==> src/rtl/beta_alu_pkg.sv <==
// Shared ALUFN codes and execute-stage FSM encoding for the Beta ALU.
package beta_alu_pkg;

   localparam logic [5:0] ALU_ADD   = 6'b000000;
   localparam logic [5:0] ALU_SUB   = 6'b000001;
   localparam logic [5:0] ALU_MUL   = 6'b000010;
   localparam logic [5:0] ALU_SHL   = 6'b100000;
   localparam logic [5:0] ALU_SHR   = 6'b100001;
   localparam logic [5:0] ALU_SRA   = 6'b100011;
   localparam logic [5:0] ALU_CMPEQ = 6'b110011;
   localparam logic [5:0] ALU_CMPLT = 6'b110101;
   localparam logic [5:0] ALU_CMPLE = 6'b110111;
   localparam logic [1:0] ALU_BOOL  = 2'b01;

   localparam logic [0:0] IDLE     = 1'b0;
   localparam logic [0:0] MUL_BUSY = 1'b1;

   // Boolean class: the low four ALUFN bits are the truth table.
   function automatic logic is_bool(input logic [5:0] fn);
      return fn[5:4] == ALU_BOOL;
   endfunction

endpackage

==> src/rtl/beta_bool_unit.sv <==
// Beta boolean unit: one 4:1 mux per bit, selected by {B[i],A[i]}, data = ALUFN[3:0].
module beta_bool_unit #(
   parameter int WIDTH = 32
) (
   input  logic [WIDTH-1:0] a_i,
   input  logic [WIDTH-1:0] b_i,
   input  logic [3:0]       fn_i,
   output logic [WIDTH-1:0] y_o
);

   genvar gi;
   generate
      for (gi = 0; gi < WIDTH; gi++) begin : g_mux
         assign y_o[gi] = fn_i[{b_i[gi], a_i[gi]}];
      end
   endgenerate

endmodule

==> src/rtl/beta_alu_exec.sv <==
// Registered Beta ALU execute stage with valid/ready handshake.
// Define BETA_MUL_EN to build the multi-cycle shift-add MUL; otherwise MUL is illegal.
module beta_alu_exec
   import beta_alu_pkg::*;
#(
   parameter int WIDTH      = 32,
   parameter int MUL_CYCLES = WIDTH
) (
   input  logic             clk,
   input  logic             reset,
   input  logic             in_valid,
   output logic             in_ready,
   input  logic [WIDTH-1:0] in_a,
   input  logic [WIDTH-1:0] in_b,
   input  logic [5:0]       in_alufn,
   output logic             out_valid,
   input  logic             out_ready,
   output logic [WIDTH-1:0] out_result,
   output logic             out_illegal
);

   localparam int SHW = $clog2(WIDTH);

   logic             out_valid_q, out_valid_d;
   logic [WIDTH-1:0] result_q, result_d;
   logic             illegal_q, illegal_d;
   logic [WIDTH-1:0] bool_y;
   logic [WIDTH-1:0] comb_result;
   logic             comb_illegal;
   logic             accept;
   logic             is_mul;
   logic             out_free;
   logic [SHW-1:0]   sh;

   assign sh       = in_b[SHW-1:0];
   assign out_free = ~out_valid_q | out_ready;
   assign accept   = in_valid & in_ready;

   beta_bool_unit #(.WIDTH(WIDTH)) u_bool (
      .a_i  (in_a),
      .b_i  (in_b),
      .fn_i (in_alufn[3:0]),
      .y_o  (bool_y)
   );

   always_comb begin
      comb_result  = '0;
      comb_illegal = 1'b0;
      if (is_bool(in_alufn)) begin
         comb_result = bool_y;
      end else begin
         case (in_alufn)
            ALU_ADD:   comb_result = in_a + in_b;
            ALU_SUB:   comb_result = in_a - in_b;
            ALU_SHL:   comb_result = in_a << sh;
            ALU_SHR:   comb_result = in_a >> sh;
            ALU_SRA:   comb_result = $signed(in_a) >>> sh;
            ALU_CMPEQ: comb_result = {{(WIDTH-1){1'b0}}, in_a == in_b};
            ALU_CMPLT: comb_result = {{(WIDTH-1){1'b0}}, $signed(in_a) < $signed(in_b)};
            ALU_CMPLE: comb_result = {{(WIDTH-1){1'b0}}, $signed(in_a) <= $signed(in_b)};
            default:   comb_illegal = 1'b1;
         endcase
      end
   end

`ifdef BETA_MUL_EN
   localparam int CNT_W = (MUL_CYCLES > 1) ? $clog2(MUL_CYCLES) : 1;

   logic [0:0]       state_q, state_d;
   logic [WIDTH-1:0] mcand_q, mcand_d;
   logic [WIDTH-1:0] mplier_q, mplier_d;
   logic [WIDTH-1:0] acc_q, acc_d;
   logic [CNT_W-1:0] cnt_q, cnt_d;
   logic [WIDTH-1:0] acc_step;
   logic             mul_done;

   assign is_mul   = (in_alufn == ALU_MUL);
   assign in_ready = ~reset & (state_q == IDLE) & out_free;
   assign acc_step = mplier_q[0] ? acc_q + mcand_q : acc_q;

   always_comb begin
      state_d  = state_q;
      mcand_d  = mcand_q;
      mplier_d = mplier_q;
      acc_d    = acc_q;
      cnt_d    = cnt_q;
      mul_done = 1'b0;
      case (state_q)
         IDLE: begin
            if (accept & is_mul) begin
               state_d  = MUL_BUSY;
               mcand_d  = in_a;
               mplier_d = in_b;
               acc_d    = '0;
               cnt_d    = '0;
            end
         end
         MUL_BUSY: begin
            acc_d    = acc_step;
            mcand_d  = mcand_q << 1;
            mplier_d = mplier_q >> 1;
            cnt_d    = cnt_q + CNT_W'(1);
            if (cnt_q == CNT_W'(MUL_CYCLES - 1)) begin
               mul_done = 1'b1;
               state_d  = IDLE;
            end
         end
         default: state_d = IDLE;
      endcase
   end

   always_ff @(posedge clk) begin
      if (reset) begin
         state_q  <= IDLE;
         mcand_q  <= '0;
         mplier_q <= '0;
         acc_q    <= '0;
         cnt_q    <= '0;
      end else begin
         state_q  <= state_d;
         mcand_q  <= mcand_d;
         mplier_q <= mplier_d;
         acc_q    <= acc_d;
         cnt_q    <= cnt_d;
      end
   end
`else
   assign is_mul   = 1'b0;
   assign in_ready = ~reset & out_free;
`endif

   // A consume empties the register unless a new result lands on the same edge.
   always_comb begin
      out_valid_d = out_valid_q;
      result_d    = result_q;
      illegal_d   = illegal_q;
      if (out_ready) out_valid_d = 1'b0;
      if (accept & ~is_mul) begin
         out_valid_d = 1'b1;
         result_d    = comb_illegal ? '0 : comb_result;
         illegal_d   = comb_illegal;
      end
`ifdef BETA_MUL_EN
      if (mul_done) begin
         out_valid_d = 1'b1;
         result_d    = acc_step;
         illegal_d   = 1'b0;
      end
`endif
   end

   always_ff @(posedge clk) begin
      if (reset) begin
         out_valid_q <= 1'b0;
         result_q    <= '0;
         illegal_q   <= 1'b0;
      end else begin
         out_valid_q <= out_valid_d;
         result_q    <= result_d;
         illegal_q   <= illegal_d;
      end
   end

   assign out_valid   = out_valid_q;
   assign out_result  = result_q;
   assign out_illegal = illegal_q;

endmodule

==> config.mk <==
export PLATFORM = sky130hd
export DESIGN_NAME = beta_alu_exec
export DESIGN_NICKNAME = d
export VERILOG_FILES = /design/src/rtl/beta_alu_pkg.sv /design/src/rtl/beta_bool_unit.sv /design/src/rtl/beta_alu_exec.sv
export SDC_FILE = /design/constraint.sdc
export NUM_CORES = 1
export LEC_CHECK = 0
export ABC_AREA = 1
export BUFFER_PORTS_ARGS = -buffer_cell sky130_fd_sc_hd__buf_2
export CORE_AREA = 4 4 143 145
export DETAILED_ROUTE_END_ITERATION = 8
export DIE_AREA = 0 0 147 149
export GPL_TIMING_DRIVEN = 1
export PLACE_DENSITY = 0.83
export SLEW_MARGIN = 10
export SYNTH_ARGS = -nofsm -noshare
export SYNTH_HDL_FRONTEND = slang
export SYNTH_HIERARCHICAL = 1
export SYNTH_SLANG_ARGS = --single-unit
==> constraint.sdc <==
create_clock -name clk -period 6.5 [get_ports clk]
set_clock_uncertainty 0.1 [all_clocks]
set_input_delay 0.975 -clock clk [delete_from_list [all_inputs] [get_ports clk]]
set_output_delay 0.975 -clock clk [all_outputs]
set_load 0.05 [all_outputs]
==> results.cfg <==
[logic_synthesis]
ys_seq_elements = 34
syn_nets = 2652
synth-main-ff-cell = dfxtp_1
synth_top_area_share_pct = 29.5
syn_area_per_cell_sq_um = 4.86
syn_area_sq_um = 12200
yosys_warnings = 6
synth-edff-count = 0
synthArstFlopShare_pct = 0
ys_types = 57
ys_seq_area_share_pct = 5.57
synth_area_leader_cell = nand2_1
synthCells = 2512
synth_area_leaders = nand2_1 (29%), nand3_1 (16%), inv_1 (12%), ha_1 (6.6%), dfxtp_1 (5.6%)

[cts]
cts_tree = built
cts_hold_buf = 0
cts_buffers = 5
postCtsSetupRepairBufs = 0
clock_latency_ns = 0.29
clockBufferDepth = 2
root_buffer = clkbuf_16
cts_resized = 0
htreeDepth = 2
clk_pin_slew_worst_paths_ns = 0.06
clkSinkCount = 34

[layout]
syn_to_final_growth_pct = 3.60
post-route-util_pct = 65.9
nNetsFinal = 2662
antenna_cells = 0
final_cells = 2788
fin_area_sq_um = 12700
drive_gt1_share_pct = 7.73

[flow_run]
max-cap-violations = 0

[floorplan]
initial_core_util_pct = 63.6
dieArea_sq_um = 21900
row_count = 51
ioPinCount = 109
die_y_microns = 149
fp.dieW_microns = 147
coreArea_sq_um = 19200

[critical_path]
arrival_ns = 3.66
path_class = in2reg
worstPathRequired_ns = 6.59
cp-start-kind = primary input
max_stage_delay_ns = 0.65
cp_cell_sequence = buf_2 -> ha_1 -> inv_1 -> fa_1 -> nand3_1 -> nand3_1 -> o21ai_0 -> o21ai_0 -> inv_1 -> nand3_1 -> nand2_1 -> inv_1
cp_slowest_cell = buf_2
path_max_fanout = 38
end_kind = register

[power_and_ir_drop]
p_leak_nw = 7.66
vdd_drop_max_mv = 0.0849
p_per_area_nw_per_um2 = 127

[sta]
tns_ns = 0
setup_viol = 0
finalCritPeriodShare_pct = 54.9
fmax_mhz = 280
hold_viol_final = 0
rsz0062_at_grt = false
tightest_slew_ns = 0.995
slew_headroom_pct = 33.6
final_max_slew_viol_count = 0
setup_slack_ns = 2.93
fin_crit_ns = 3.57

[grt]
track_usage_pct = 47.2
antenna_found_initial = 0
grt_pass1_wl_microns = 81800
grt_overflow = 0
grt_pass1_vias = 15200
grt_max_degree = 72

[route]
met1_length_microns = 18800
ant_nets = 0
dr_wl_met3_microns = 6800
drt-initial-drc-count = 2410
dr_total_vias = 16800
via_per_inst = 6.02
drt_wl_total_microns = 53800
wire_per_inst_microns = 19.3
drc = 0
wl_met2_microns = 22900
top_layer_used = met4
dr.pass1.iters = 7

[placement]
placed_cell_area_sq_um = 12500
placed_cells = 2780
gp_congestion = 1.10
dpl.hpwl_microns = 42200
port_buffers = 108
dp_slack_ns = 2.83

[min_path]
hold_class = reg2reg

[status]
status = complete, no violations
[registers in the layout, summed over array words and instances, names as in the netlist]
| name | cells |
|---|---|
| out_result | 32 |
| out_valid | 1 |
| out_illegal | 1 |
[placed cells by master, fill, tap and decap left out, types with 10 or more instances in the layout]
master	n
o211ai_1	12
ha_1	64
nor2_1	157
buf_2	108
a21oi_1	111
o21ai_0	77
inv_2	10
nor3_1	18
nand4_1	26
o21ai_1	21
inv_1	402
nand3_1	394
nand2_1	958
o21bai_1	10
dfxtp_1	34
nand2_2	23
[layer usage]
metal,track usage (%),vias to the layer above
met5,0,-
li1,-,7873
met1,56.5,7406
met2,74.8,1201
met4,35.4,0
met3,9.66,317
[layout make-up]
class                   instances  area [sq um]
well taps                     265           332
repair buffers                116           601
multi-input cells            1950          9280
fillers                      2030          6560
inverters                     415          1570
flip-flops and latches         34           681
clock inverters                 3          68.8
clock buffers                   5           125
[per-stage QoR]
step                hold slack [ns]  total power [mW]
finish                        0.366              1.60
global route                  0.395              1.69
CTS                           0.365              1.56
detailed placement            0.355              1.22
global placement              0.353              1.21
floorplan                     0.588             0.947
[worst max-delay path, delay by kind of cell]
| kind | cells | cell delay [ns] |
|---|---|---|
| buf+inv | 4 | 0.86 |
| simple gates | 4 | 0.69 |
| compound gates | 2 | 0.39 |
| fa+ha+maj | 2 | 0.72 |
[cells by family (layout without fill, tap and decap cells)]
kind of cell | count (synthesis) | in the layout | share of synthesized area [%]
adders and majority gates | 66 | 66 | 6.88
DFF | 34 | 34 | 5.57
buffers and inverters | 528 | 539 | 18.5
AOI/OAI and AO/OA | 246 | 246 | 10.9
xor gates and xnor gates | 5 | 5 | 0.359
and+or+nand+nor | 1633 | 1633 | 57.8
[Yosys cell counts, drive strengths merged, types with 14 or more instances]
| cell | number |
|---|---|
| buf | 83 |
| nand2 | 989 |
| nor2 | 167 |
| and2 | 14 |
| nor3 | 19 |
| nand3 | 404 |
| nand4 | 26 |
| inv | 413 |
| clkbuf | 30 |
| o21ai | 100 |
| a21oi | 112 |
| ha | 64 |
| dfxtp | 34 |
[power breakdown]
part	leakage [nW]	switching, mW	internal (mW)
clock network	0.0940	0.118	0.221
logic	7.28	0.739	0.273
registers	0.284	0.0234	0.230
[path summary, 6_finish.rpt]
kind                                  start  slack [ns]            end  depth (start not counted)
worst min-delay path            out_illegal        0.37    out_illegal                          2
worst max register to register    out_valid        4.54  out_result[7]                          7
worst max-delay path                in_b[0]        2.93  out_result[6]                         12
worst min register to register  out_illegal        0.37    out_illegal                          2
(Power assumes the default switching activity.)
